$ cat config.mk
export PLATFORM = sky130hd
export DESIGN_NAME = my_float_div_flat
export DESIGN_NICKNAME = d
export VERILOG_FILES = /design/src/rtl/my_float_div_pkg.sv /design/src/rtl/my_float_div_if.sv /design/src/rtl/half_frac_div_core.sv /design/src/rtl/my_float_div.sv /design/src/flat_wrapper.sv
export SDC_FILE = /design/constraint.sdc
export NUM_CORES = 1
export LEC_CHECK = 0
export BUFFER_PORTS_ARGS = -buffer_cell sky130_fd_sc_hd__buf_2
export CELL_PAD_IN_SITES_DETAIL_PLACEMENT = 0
export CELL_PAD_IN_SITES_GLOBAL_PLACEMENT = 1
export CORE_MARGIN = 4
export CORE_UTILIZATION = 41
export DETAILED_ROUTE_END_ITERATION = 12
export GPL_TIMING_DRIVEN = 0
export HOLD_SLACK_MARGIN = 0.15
export PLACE_DENSITY = 0.84
export SLEW_MARGIN = 30
export SYNTH_ARGS = -nofsm -noshare
export SYNTH_HDL_FRONTEND = slang
export SYNTH_HIERARCHICAL = 1
export SYNTH_SLANG_ARGS = --single-unit
$ cat constraint.sdc
create_clock -name clk_44 -period 2.4 [get_ports clk_44]
set_input_delay 0.6 -clock clk_44 [delete_from_list [all_inputs] [get_ports clk_44]]
set_output_delay 0.6 -clock clk_44 [all_outputs]
set_load 0.1 [all_outputs]
$ cat src/rtl/my_float_div_pkg.sv
// Shared half-precision constants, FSM encoding and operand classification.
// FLOAT_DIV_ROUND_EN selects round-to-nearest-even; otherwise truncation.
package float_half_pkg;

  localparam int REG_SIZE = 16;
  localparam int EXP_SIZE = 5;
  localparam int FRA_SIZE = 10;
  localparam int BIAS     = 15;
  localparam int Q_BITS   = 14;

  localparam logic [15:0] QNAN    = 16'h7E00;
  localparam logic [15:0] POS_INF = 16'h7C00;

  typedef enum logic [2:0] {
    S_IDLE,
    S_UNPACK,
    S_DIVIDE,
    S_ROUND,
    S_DONE
  } state_t;

  typedef enum logic [2:0] {
    C_ZERO,
    C_SUB,
    C_NORM,
    C_INF,
    C_NAN
  } cls_t;

  typedef struct packed {
    logic              sign;
    logic signed [6:0] exp;
    logic              spec_en;
    logic [15:0]       spec_val;
  } unpk_t;

  function automatic cls_t classify(input logic [15:0] x);
    logic e_zero;
    logic e_ones;
    logic f_zero;
    cls_t c;
    e_zero = (x[14:10] == 5'd0);
    e_ones = (x[14:10] == 5'h1F);
    f_zero = (x[9:0] == 10'd0);
    unique case (1'b1)
      e_zero && f_zero:  c = C_ZERO;
      e_zero && !f_zero: c = C_SUB;
      e_ones && f_zero:  c = C_INF;
      e_ones && !f_zero: c = C_NAN;
      default:           c = C_NORM;
    endcase
    return c;
  endfunction

  function automatic logic rne_inc(
    input logic lsb,
    input logic guard,
    input logic sticky
  );
`ifdef FLOAT_DIV_ROUND_EN
    return guard & (sticky | lsb);
`else
    return 1'b0 & (lsb | guard | sticky);
`endif
  endfunction

endpackage

$ cat src/rtl/my_float_div_if.sv
// Operand/result handshake bundle for the half-precision divider.
// Master drives operands and start; slave returns quotient, busy and done.
interface my_float_div_if;

  logic [15:0] divIn1_44;
  logic [15:0] divIn2_44;
  logic        start_44;
  logic [15:0] divOut_44;
  logic        busy_44;
  logic        d_o_44;

  modport master (
    output divIn1_44,
    output divIn2_44,
    output start_44,
    input  divOut_44,
    input  busy_44,
    input  d_o_44
  );

  modport slave (
    input  divIn1_44,
    input  divIn2_44,
    input  start_44,
    output divOut_44,
    output busy_44,
    output d_o_44
  );

endinterface

$ cat src/rtl/half_frac_div_core.sv
// Restoring 11-bit mantissa divider, one quotient bit per step.
// Produces a 14-bit quotient (1 integer + 13 fraction) and remainder sticky.
module half_frac_div_core
  import float_half_pkg::*;
(
  input  logic        clk,
  input  logic        rst_n,
  input  logic        load,
  input  logic        step,
  input  logic [10:0] dividend,
  input  logic [10:0] divisor,
  output logic [13:0] quot,
  output logic        sticky
);

  logic [11:0] rem_q;
  logic [10:0] div_q;
  logic [13:0] quot_q;
  logic        ge;
  logic [10:0] nxt;

  // Remainder stays below the divisor after each step, so 11 bits hold it.
  assign ge  = (rem_q >= {1'b0, div_q});
  assign nxt = ge ? 11'(rem_q - {1'b0, div_q}) : rem_q[10:0];

  always_ff @(posedge clk) begin
    if (!rst_n) begin
      rem_q  <= '0;
      div_q  <= '0;
      quot_q <= '0;
    end else if (load) begin
      rem_q  <= {1'b0, dividend};
      div_q  <= divisor;
      quot_q <= '0;
    end else if (step) begin
      quot_q <= {quot_q[Q_BITS-2:0], ge};
      rem_q  <= {nxt, 1'b0};
    end
  end

  assign quot   = quot_q;
  assign sticky = |rem_q;

endmodule

$ cat src/rtl/my_float_div.sv
// Iterative half-precision divider, fixed 17-cycle accept-to-done latency.
// FLOAT_DIV_ROUND_EN enables round-to-nearest-even (default truncates).
module my_float_div
  import float_half_pkg::*;
(
  input  logic          clk_44,
  input  logic          reset_44,
  my_float_div_if.slave bus
);

  state_t      state_q, state_d;
  logic [3:0]  cnt_q;
  logic [15:0] a_q, b_q;
  logic [15:0] res_q, res_d;
  unpk_t       u_q, u_d;
  logic        busy, d_o, load, step;
  logic [13:0] q;
  logic        st;
  logic [10:0] ma, mb;
  cls_t        ca, cb;
  logic        za, zb, ia, ib, na, nb;

  always_ff @(posedge clk_44) begin
    if (!reset_44) state_q <= S_IDLE;
    else           state_q <= state_d;
  end

  always_comb begin
    state_d = state_q;
    unique case (state_q)
      S_IDLE:   if (bus.start_44) state_d = S_UNPACK;
      S_UNPACK: state_d = S_DIVIDE;
      S_DIVIDE: if (cnt_q == 4'(Q_BITS)) state_d = S_ROUND;
      S_ROUND:  state_d = S_DONE;
      S_DONE:   state_d = S_IDLE;
      default:  state_d = S_IDLE;
    endcase
  end

  // First DIVIDE cycle loads the core, the remaining Q_BITS cycles step it.
  always_comb begin
    busy = 1'b0;
    d_o  = 1'b0;
    load = 1'b0;
    step = 1'b0;
    unique case (state_q)
      S_UNPACK: busy = 1'b1;
      S_DIVIDE: begin
        busy = 1'b1;
        load = (cnt_q == 4'd0);
        step = (cnt_q != 4'd0);
      end
      S_ROUND:  busy = 1'b1;
      S_DONE:   d_o  = 1'b1;
      default:  ;
    endcase
  end

  always_ff @(posedge clk_44) begin
    if (!reset_44) begin
      a_q   <= '0;
      b_q   <= '0;
      cnt_q <= '0;
      u_q   <= '0;
      res_q <= '0;
    end else begin
      if (state_q == S_IDLE && bus.start_44) begin
        a_q <= bus.divIn1_44;
        b_q <= bus.divIn2_44;
      end
      if (state_q == S_DIVIDE) cnt_q <= cnt_q + 4'd1;
      else                     cnt_q <= '0;
      if (state_q == S_UNPACK) u_q   <= u_d;
      if (state_q == S_ROUND)  res_q <= res_d;
    end
  end

  assign ca = classify(a_q);
  assign cb = classify(b_q);

  // Subnormals are treated exactly like zero from here on.
  always_comb begin
    za = (ca == C_ZERO) || (ca == C_SUB);
    zb = (cb == C_ZERO) || (cb == C_SUB);
    ia = (ca == C_INF);
    ib = (cb == C_INF);
    na = (ca == C_NAN);
    nb = (cb == C_NAN);
    ma = za ? 11'd0 : {1'b1, a_q[9:0]};
    mb = zb ? 11'd0 : {1'b1, b_q[9:0]};
    u_d          = '0;
    u_d.sign     = a_q[15] ^ b_q[15];
    u_d.exp      = $signed({2'b00, a_q[14:10]} - {2'b00, b_q[14:10]}
                           + 7'(BIAS));
    u_d.spec_en  = 1'b1;
    if (na || nb || (za && zb) || (ia && ib))
      u_d.spec_val = QNAN;
    else if (ia || zb)
      u_d.spec_val = POS_INF | {u_d.sign, 15'b0};
    else if (za || ib)
      u_d.spec_val = {u_d.sign, 15'b0};
    else
      u_d.spec_en  = 1'b0;
  end

  half_frac_div_core u_core (
    .clk      (clk_44),
    .rst_n    (reset_44),
    .load     (load),
    .step     (step),
    .dividend (ma),
    .divisor  (mb),
    .quot     (q),
    .sticky   (st)
  );

  logic [9:0]        frac;
  logic [10:0]       frac_r;
  logic              inc;
  logic signed [6:0] e_n, e_f;

  always_comb begin
    if (q[13]) begin
      frac = q[12:3];
      inc  = rne_inc(q[3], q[2], (|q[1:0]) | st);
      e_n  = u_q.exp;
    end else begin
      frac = q[11:2];
      inc  = rne_inc(q[2], q[1], q[0] | st);
      e_n  = u_q.exp - 7'sd1;
    end
    frac_r = {1'b0, frac} + {10'b0, inc};
    e_f    = frac_r[10] ? e_n + 7'sd1 : e_n;
    if (u_q.spec_en)
      res_d = u_q.spec_val;
    else if (e_f >= 7'sd31)
      res_d = POS_INF | {u_q.sign, 15'b0};
    else if (e_f <= 7'sd0)
      res_d = {u_q.sign, 15'b0};
    else
      res_d = {u_q.sign, e_f[4:0], frac_r[9:0]};
  end

  assign bus.divOut_44 = res_q;
  assign bus.busy_44   = busy;
  assign bus.d_o_44    = d_o;

endmodule
$ cat src/flat_wrapper.sv
// flat-port wrapper written by rule: the top's interface ports become plain ports
module my_float_div_flat import float_half_pkg::*;
  (clk_44, reset_44, bus_divIn1_44, bus_divIn2_44, bus_start_44, bus_divOut_44, bus_busy_44, bus_d_o_44);
  my_float_div_if bus_i ();
  input  logic clk_44;
  input  logic reset_44;
  input wire logic [$bits(bus_i.divIn1_44)-1:0] bus_divIn1_44;
  input wire logic [$bits(bus_i.divIn2_44)-1:0] bus_divIn2_44;
  input wire logic [$bits(bus_i.start_44)-1:0] bus_start_44;
  output wire logic [$bits(bus_i.divOut_44)-1:0] bus_divOut_44;
  output wire logic [$bits(bus_i.busy_44)-1:0] bus_busy_44;
  output wire logic [$bits(bus_i.d_o_44)-1:0] bus_d_o_44;
  assign bus_i.divIn1_44 = bus_divIn1_44;
  assign bus_i.divIn2_44 = bus_divIn2_44;
  assign bus_i.start_44 = bus_start_44;
  assign bus_divOut_44 = bus_i.divOut_44;
  assign bus_busy_44 = bus_i.busy_44;
  assign bus_d_o_44 = bus_i.d_o_44;
  my_float_div u_core (.clk_44(clk_44), .reset_44(reset_44), .bus(bus_i));
endmodule
==> qor.csv, run 1 <==
metric;value;unit
avgSynthCellArea;8.53;um2
ir_drop;0.445;mV
skew;0.00930;ns
die_width;125;um
p_leak;0.00247;uW
slew_headroom;61.2;%
die_area;15500;um2
start_util;42.0;%
seqCellArea;2080;um2
rows;42;
numPortBuffers;52;
timing.critical_path.fanout_max;4;
n_antenna_cell;0;
status;finished, final reports clean;
required;2.66;ns
drc;0;
min_path_type;flip-flop to flip-flop;
ant_nets;0;
hold_viol_final;0;
seqPwrFrac;42.9;%
p_comb_share;20.8;%
synthesis.nets;712;
gp_congestion;0.875;
grt_pass1_vias;4538;
place_ws;-0.135;ns
final.setup.tns;0;ns
vias_per_cell;5.20;
grt_pass1_wl;21.8;mm
worstMarginPinSlew;0.582;ns
grt_max_degree;17;
powerDensity;669;nW/um2
cts-root-buf;clkbuf_16;
period_share;96.6;%
timing.fmax;0.431;GHz
crit_arrival;2.58;ns
routedWlPerCell;14.2;um
fin_ws;0.0807;ns
grt.total_usage;16.7;%
hpwl;9.77;mm
netlist_instances;654;
multiInputGateArea;3220;um2
syn_to_final_growth;15.9;%
htreeDepth;3;
path_class;flip-flop to flip-flop;
antenna_found_initial;0;
ios;53;
utilization;48.6;%
yosysWarnings;6;
startpoint_type;flip-flop;
cts_sinks;104;
path_clk_slew;0.07;ns
max_cap_viol_count;0;
n_fill_cell;1303;
final-max-slew-violation-count;0;
place_inst;882;
min_period;2.32;ns
syn_area;5580;um2
stdcell_count;899;
clock_path_buffers;2;
fin_nets;777;
p_int;3110;uW
drtIter0Drc;264;
clockPowerShare;36.3;%
switching_share;28.1;%
drive_above_1_share;17.6;%
dieHeight;125;um
detail_route.wirelength;12.8;mm
p_sw;1220;uW
setup_viol_count_final;0;
fin_total_pwr;4320;uW
end_kind;flip-flop;
numCtsBuffers;9;
clk_latency;0.35;ns
drt_pass1_iterations;5;
grt_overflow_total;0;
core_area;13300;um2
cts_tree;done;
vias;4678;
-- routing by layer --
layer	vias to the layer above	track usage, %	wire (um)
met5	-	0	0
met4	0	5.22	199
met3	16	4.12	620
met2	105	27.6	6050
met1	2152	21.6	5910
li1	2405	-	-
-- through the flow --
step | area [um2] | hold slack [ns]
floorplan | 5580 | 0.430
global placement | 6060 | 0.432
detailed placement | 6060 | 0.440
CTS | 6400 | 0.450
global route | 6460 | 0.468
finish | 6460 | 0.445
-- layout by cell type, fill, tap and decap left out, types with 4 or more instances in the layout --
cell and instances:
xnor2_1 14, a22oi_1 5, or2_2 4, xor2_1 5
nor3_1 6, nand2_1 92, clkbuf_1 17, nand3b_1 4
dfxtp_1 103, mux2i_1 42, nand3_1 16, a211oi_1 6
buf_2 55, a21oi_1 55, buf_6 6, buf_4 6
o21ai_1 9, nor2_1 61, inv_1 32, nand2b_1 8
ha_1 20, clkbuf_16 9, nor4_1 5, nor2b_1 28
o22ai_1 5, o21ai_0 7
-- final timing paths --
| path | from | end | slack, ns | cells after the start |
|---|---|---|---|---|
| setup / recovery | u_core/u_core/rem_q[0] | u_core/u_core/rem_q[11] | 0.08 | 10 |
| hold / removal | u_core/bus.divOut_44[6] | u_core/bus.divOut_44[6] | 0.44 | 2 |
| setup reg to reg | u_core/u_core/rem_q[0] | u_core/u_core/rem_q[11] | 0.08 | 10 |
| hold reg to reg | u_core/bus.divOut_44[6] | u_core/bus.divOut_44[6] | 0.44 | 2 |
-- area by class of cell --
type                    count  area share (%)
repair buffers             55            4.38
plain buffers              34            3.14
inverters                  35            2.03
clock buffers              10            3.70
multi-input cells         480            49.9
well taps                 176            3.41
flip-flops and latches    104            32.2
clock inverters             5            1.22
-- flip-flops by register name, indices dropped and copies added (netlist names) --
name / cells
u_core/a_q: 16
u_core/b_q: 16
u_core/bus.divOut_44: 16
u_core/u_core/quot: 14
u_core/u_core/rem_q: 12
u_core/u_q: 12
u_core/u_core/div_q: 11
u_core/cnt_q: 4
u_core/state_q: 3
-- what timing repair did --
item | CTS | global route
hold buffers | 0 | 0
gates resized for setup | 5 | 12
setup endpoints to repair | 7 | 10
buffers inserted | 1 | 2
pin swaps | 1 | 6
-- power by group through the flow --
stage | logic (uW) | clock network, uW | registers, uW
CTS | 876 | 1620 | 1860
floorplan | 680 | 0 | 1890
finish | 897 | 1570 | 1860
global route | 1000 | 1670 | 1870
global placement | 852 | 0 | 1890
detailed placement | 868 | 0 | 1900
-- worst max-delay path: stages (launching register included) --
cell,delay (ns)
dfxtp_2,0.35
inv_2,0.04
ha_2,0.19
fa_2,0.39
nand2b_4,0.18
a21oi_4,0.15
o21ai_2,0.07
and3_4,0.17
buf_6,0.12
a311o_1,0.32
a311oi_2,0.25
Power figures use the tool's default switching activity.
==> inputs of run 2 (changes only) <==
--- a/config.mk
+++ b/config.mk
@@ -5,11 +5,12 @@
 export SDC_FILE = /design/constraint.sdc
 export NUM_CORES = 1
 export LEC_CHECK = 0
+export ABC_AREA = 1
 export BUFFER_PORTS_ARGS = -buffer_cell sky130_fd_sc_hd__buf_2
 export CELL_PAD_IN_SITES_DETAIL_PLACEMENT = 0
 export CELL_PAD_IN_SITES_GLOBAL_PLACEMENT = 1
 export CORE_MARGIN = 4
-export CORE_UTILIZATION = 41
+export CORE_UTILIZATION = 39
 export DETAILED_ROUTE_END_ITERATION = 12
 export GPL_TIMING_DRIVEN = 0
 export HOLD_SLACK_MARGIN = 0.15
==> qor.csv, run 2 <==
metric;value;unit;change
vias_per_cell;4.83;;-7.2%
final-max-slew-violation-count;0;;unchanged
hold_viol_final;0;;unchanged
ir_drop;0.427;mV;-4.0%
cts-root-buf;clkbuf_16;;
p_sw;2410;uW;+98%
antenna_found_initial;0;;unchanged
drt_pass1_iterations;4;;-1
grt_overflow_total;0;;unchanged
routedWlPerCell;12.7;um;-10%
status;finished, final reports clean;;
cts_tree;done;;
n_antenna_cell;0;;unchanged
p_leak;0.00298;uW;+21%
min_path_type;flip-flop to flip-flop;;
timing.fmax;0.470;GHz;+9.1%
ios;53;;unchanged
netlist_instances;851;;+30%
core_area;14600;um2;+9.7%
stdcell_count;1101;;+22%
yosysWarnings;6;;unchanged
place_inst;1087;;+23%
die_area;16900;um2;+8.9%
die_width;130;um;+4.4%
startpoint_type;flip-flop;;
seqCellArea;2080;um2;about the same
crit_arrival;2.38;ns;-0.20 ns
path_class;flip-flop to flip-flop;;
powerDensity;930;nW/um2;+39%
setup_viol_count_final;0;;unchanged
clk_latency;0.34;ns;about the same
seqPwrFrac;33.0;%;-9.9 points
n_fill_cell;1515;;+16%
period_share;88.6;%;-8.1 points
final.setup.tns;0;ns;unchanged
worst_path_max_delay_cell;clkbuf_1;;
clock_path_buffers;2;;unchanged
clockPowerShare;25.0;%;-11 points
mostFrequentLayoutCell;nand2_1;;
synthesis.nets;909;;+28%
cts_sinks;104;;unchanged
start_util;39.8;%;-2.1 points
fin_nets;972;;+25%
switching_share;39.1;%;+11 points
layout_common_cells;193 x nand2_1, 139 x inv_1, 104 x dfxtp_1, 98 x a21oi_1, 56 x o21ai_0;;
syn_area;5810;um2;+4.2%
timing.critical_path.fanout_max;10;;+6
avgSynthCellArea;6.83;um2;-20%
skew;0.00761;ns;-0.00169 ns
syn_to_final_growth;13.9;%;
grt_max_degree;16;;-1
htreeDepth;3;;unchanged
slowest_delay;0.45;ns;+0.06 ns
gp_congestion;0.830;;-5.2%
p_comb_share;42.0;%;+21 points
cts_setup_buffers;0;;-1
min_period;2.13;ns;-0.194 ns
dieHeight;130;um;+4.4%
slew_headroom;54.9;%;-6.3 points
drive_above_1_share;14.1;%;-3.5 points
multiInputGateArea;2980;um2;-7.5%
p_int;3750;uW;+21%
numCtsBuffers;9;;unchanged
path_common_cell;nor2_1;;
rows;44;;+4.8%
grt_pass1_vias;4960;;+9.3%
hpwl;10.9;mm;+11%
path_clk_slew;0.07;ns;about the same
vias;5319;;+14%
grt_pass1_wl;23.6;mm;+8.4%
grt.total_usage;17.1;%;+0.36 points
rsz0062_at_grt;no;;
crit_chain;nor2_1 > inv_1 > nor2_1 > inv_1 > nor2_1 > clkbuf_1 > clkbuf_1 > a22oi_1 > a21oi_1;;
detail_route.wirelength;14.0;mm;+9.7%
end_kind;flip-flop;;
drc;0;;unchanged
max_cap_viol_count;0;;unchanged
ant_nets;0;;unchanged
drtIter0Drc;252;;-4.5%
required;2.66;ns;about the same
numPortBuffers;52;;unchanged
worstMarginPinSlew;0.676;ns;+0.0940 ns
run 2: cell count changes in the layout (fill, tap and decap cells not counted), sizes merged, moves of 28 or more:
| cell | change |
|---|---|
| nor2b | -28 |
| a21oi | +53 |
| nand2 | +109 |
| o21ai | +40 |
| mux2i | -42 |
| inv | +113 |
| nand3 | +43 |
run 2: final cells by class:
| type | instances | area share [%] |
|---|---|---|
| Multi-Input combinational cell | 561 | 45.1 |
| Buffer | 37 | 2.85 |
| Sequential cell | 104 | 31.4 |
| Timing Repair Buffer | 52 | 3.93 |
| Tap cell | 184 | 3.48 |
| Clock inverter | 3 | 1.02 |
| Inverter | 149 | 8.52 |
| Clock buffer | 11 | 3.67 |
run 2: worst max-delay path: cells and delay by family, from the launching register on:
family / cells / cell delay [ns]
buf+inv: 4 / 0.94
simple gates: 3 / 0.39
flops: 1 / 0.37
compound gates: 2 / 0.36
run 2: stage by stage:
stage	power, uW	instance area, um2	util [%]	hold WS [ns]	worst slack [ns]
after floorplan	4110	5820	-	0.429	0.104
after global placement	4640	6310	43.2	0.446	0.228
after detailed placement	4650	6310	43.2	0.454	0.221
after CTS	6200	6620	45.4	0.464	0.198
after global routing	6630	6620	45.4	0.482	0.0168
final	6150	6620	45.4	0.465	0.274
run 2: repair_timing:
action	CTS	global route
hold buffers	0	0
endpoints found under the setup margin	0	1
hold endpoints to repair	0	0
gates resized for setup	0	1
run 2: path summary, 6_finish.rpt:
kind,cells past startpoint,slack (ns),from,endpoint
min reg2reg,2,0.47,u_core/u_core/quot[0],u_core/u_core/quot[1]
min,2,0.47,u_core/u_core/quot[0],u_core/u_core/quot[1]
max,9,0.27,u_core/state_q[2],u_core/u_core/rem_q[7]
max reg2reg,9,0.27,u_core/state_q[2],u_core/u_core/rem_q[7]
run 2: power by group through the flow:
stage               logic, uW  registers, uW  clock network [uW]
floorplan                2020           2090                   0
global placement         2570           2070                   0
detailed placement       2580           2070                   0
CTS                      2590           2030                1580
global route             2930           2060                1650
finish                   2580           2030                1540
run 2: layer usage:
metal	part of all wire (%)	GRT usage (%)	wire length, um
met5	0	0	0
met4	0.83	3.73	117
met3	2.5	2.46	356
met2	46	28.2	6440
met1	51	23.9	7100
==> inputs of run 3 (changes only) <==
--- a/config.mk
+++ b/config.mk
@@ -5,16 +5,15 @@
 export SDC_FILE = /design/constraint.sdc
 export NUM_CORES = 1
 export LEC_CHECK = 0
-export ABC_AREA = 1
 export BUFFER_PORTS_ARGS = -buffer_cell sky130_fd_sc_hd__buf_2
 export CELL_PAD_IN_SITES_DETAIL_PLACEMENT = 0
 export CELL_PAD_IN_SITES_GLOBAL_PLACEMENT = 1
 export CORE_MARGIN = 4
-export CORE_UTILIZATION = 39
+export CORE_UTILIZATION = 41
 export DETAILED_ROUTE_END_ITERATION = 12
 export GPL_TIMING_DRIVEN = 0
 export HOLD_SLACK_MARGIN = 0.15
-export PLACE_DENSITY = 0.84
+export PLACE_DENSITY_LB_ADDON = 0.1
 export SLEW_MARGIN = 30
 export SYNTH_ARGS = -nofsm -noshare
 export SYNTH_HDL_FRONTEND = slang
==> constraint.sdc (replaced) <==
create_clock -name clk_44 -period 2.4 [get_ports clk_44]
set_input_delay 0.6 -clock clk_44 [delete_from_list [all_inputs] [get_ports clk_44]]
set_output_delay 0.6 -clock clk_44 [all_outputs]
set_load 0.02 [all_outputs]
==> qor.csv, run 3 (same netlist as run 1, synthesis figures left out) <==
metric;value;unit;change
cts_hold_buf;0;;unchanged
seqPwrFrac;43.7;%;+11 points
ios;53;;unchanged
reg2reg_from;u_core/u_core/rem_q[0];;
rsz0062_at_grt;yes;;
cts_tree;done;;
period_share;98.4;%;+9.8 points
crit_arrival;2.62;ns;+0.24 ns
detail_route.wirelength;13.1;mm;-6.9%
routedWlPerCell;14.4;um;+13%
vias_per_cell;5.12;;+6.0%
grt_pass1_vias;4438;;-11%
fin_nets;781;;-20%
p_int;3050;uW;-19%
end_kind;flip-flop;;
numPortBuffers;52;;unchanged
stdcell_count;904;;-18%
seqCellArea;2080;um2;+0.12%
finalHoldWorstSlack;0.443;ns;-0.0224 ns
skew;0.00693;ns;-0.000676 ns
p_leak;0.00248;uW;-17%
htreeDepth;3;;unchanged
hpwl;9.97;mm;-8.5%
rows;42;;-4.5%
crit_family;compound AO/OA/AOI/OAI gates;;
multiInputGateArea;3240;um2;+8.5%
p_comb_share;21.1;%;-21 points
drive_above_1_share;17.9;%;+3.8 points
n_fill_cell;1323;;-13%
place_ws;-0.233;ns;-0.454 ns
path_class;flip-flop to flip-flop;;
dieHeight;125;um;-4.2%
timing.fmax;0.423;GHz;-10%
fin_ws;0.0381;ns;-0.236 ns
holdPathStages;2;;unchanged
startpoint_type;flip-flop;;
clk_latency;0.35;ns;about the same
min_path_type;flip-flop to flip-flop;;
final-max-slew-violation-count;0;;unchanged
worst_path_max_delay_cell;fa_2;;
place_inst;882;;-19%
path_clk_slew;0.07;ns;about the same
fin_total_pwr;4240;uW;-31%
drc;0;;unchanged
drtIter0Drc;242;;-4.0%
ir_drop;0.321;mV;-25%
numCtsBuffers;9;;unchanged
status;finished, final reports clean;;
grt.total_usage;16.7;%;-0.43 points
vias;4630;;-13%
layout_common_cells;102 x dfxtp_1, 92 x nand2_1, 60 x nor2_1, 55 x buf_2, 55 x a21oi_1;;
die_area;15500;um2;-8.2%
drt_pass1_iterations;4;;unchanged
clockPowerShare;35.1;%;+10 points
start_util;42.0;%;+2.1 points
ff2ff_setup_slack;0.04;ns;-0.24 ns
core_area;13300;um2;-8.9%
r2r-end;u_core/u_core/rem_q[11];;
gp_congestion;0.845;;+1.8%
die_width;125;um;-4.2%
clock_path_buffers;2;;unchanged
setup_viol_count_final;0;;unchanged
grt_pass1_wl;21.5;mm;-9.0%
required;2.66;ns;about the same
grt_max_degree;16;;unchanged
powerDensity;652;nW/um2;-30%
timing.critical_path.fanout_max;4;;-6
n_antenna_cell;0;;unchanged
syn_to_final_growth;16.6;%;
antenna_found_initial;0;;unchanged
slowest_delay;0.40;ns;-0.05 ns
ant_nets;0;;unchanged
cts-root-buf;clkbuf_16;;
worstMarginPinSlew;0.581;ns;-0.0949 ns
min_period;2.36;ns;+0.236 ns
cts_sinks;104;;unchanged
crit_chain;inv_2 > ha_4 > fa_2 > nand2b_4 > a21oi_4 > o21ai_2 > and3_4 > buf_6 > a311o_1 > a311oi_2;;
slew_headroom;61.1;%;+6.2 points
max_cap_viol_count;0;;unchanged
hp-start;u_core/bus.divOut_44[8];;
rr_worst_depth;10;;+1
hold-path-endpoint;u_core/bus.divOut_44[8];;
grt_overflow_total;0;;unchanged
hold_viol_final;0;;unchanged
critical_path_buf_inv_count;2;;-2
mostFrequentLayoutCell;dfxtp_1;;
switching_share;28.1;%;-11 points
utilization;48.9;%;+3.5 points
p_sw;1190;uW;-51%
run 3: what timing repair did:
action / CTS / global route
gates resized for setup: 6 / 12
setup endpoints to repair: 9 / 16
pin swaps: 0 / 7
setup buffers: 0 / 7
run 3: routing by layer:
metal | GRT usage (%) | part of all wire, % | wire [um] | vias up
met2 | 26.7 | 45 | 5930 | 86
met5 | 0 | 0 | 0 | -
li1 | - | - | - | 2415
met3 | 3.17 | 3.9 | 506 | 26
met1 | 21.9 | 48 | 6310 | 2103
met4 | 7.03 | 2.4 | 308 | 0
run 3: worst register-to-register path, delay by kind of cell (launching register included):
kind | cells | cell delay, ns
adder cells (fa/ha/maj) | 2 | 0.56
flip-flops | 1 | 0.35
AND/OR/NAND/NOR | 2 | 0.36
AO/OA/AOI/OAI | 4 | 0.83
buffers and inverters | 2 | 0.17
run 3: worst max path at each step:
stage	from	depth (start not counted)	endpoint	slack, ns
after detailed placement	u_core/state_q[1]	7	u_core/u_core/rem_q[7]	-0.23
after global placement	u_core/u_core/rem_q[0]	10	u_core/u_core/rem_q[10]	-0.26
after floorplan	u_core/u_core/rem_q[0]	10	u_core/u_core/rem_q[11]	0.1
after global routing	u_core/u_core/rem_q[0]	10	u_core/u_core/rem_q[11]	-0.05
final	u_core/u_core/rem_q[0]	10	u_core/u_core/rem_q[11]	0.04
after CTS	u_core/u_core/rem_q[0]	10	u_core/u_core/rem_q[11]	0.02
run 3: power by group through the flow:
stage	clock network, uW	logic (uW)	registers (uW)
after floorplan	0	666	1880
after global placement	0	840	1890
after detailed placement	0	853	1890
after CTS	1530	860	1850
after global routing	1590	993	1860
final	1490	897	1850
run 3: layout make-up:
| type | count | share of cell area (%) |
|---|---|---|
| plain buffers | 34 | 3.10 |
| clock buffers | 13 | 4.00 |
| clock inverters | 3 | 0.616 |
| inverters | 35 | 2.02 |
| multi-input cells | 480 | 49.8 |
| flip-flops and latches | 104 | 32.1 |
| well taps | 176 | 3.39 |
| repair buffers | 59 | 5.00 |
run 3: through the flow:
step | setup TNS (ns) | cell area (um2)
CTS | 0 | 6380
global placement | -0.726 | 6060
global route | -0.0767 | 6500
floorplan | 0 | 5580
detailed placement | -0.869 | 6060
finish | 0 | 6500
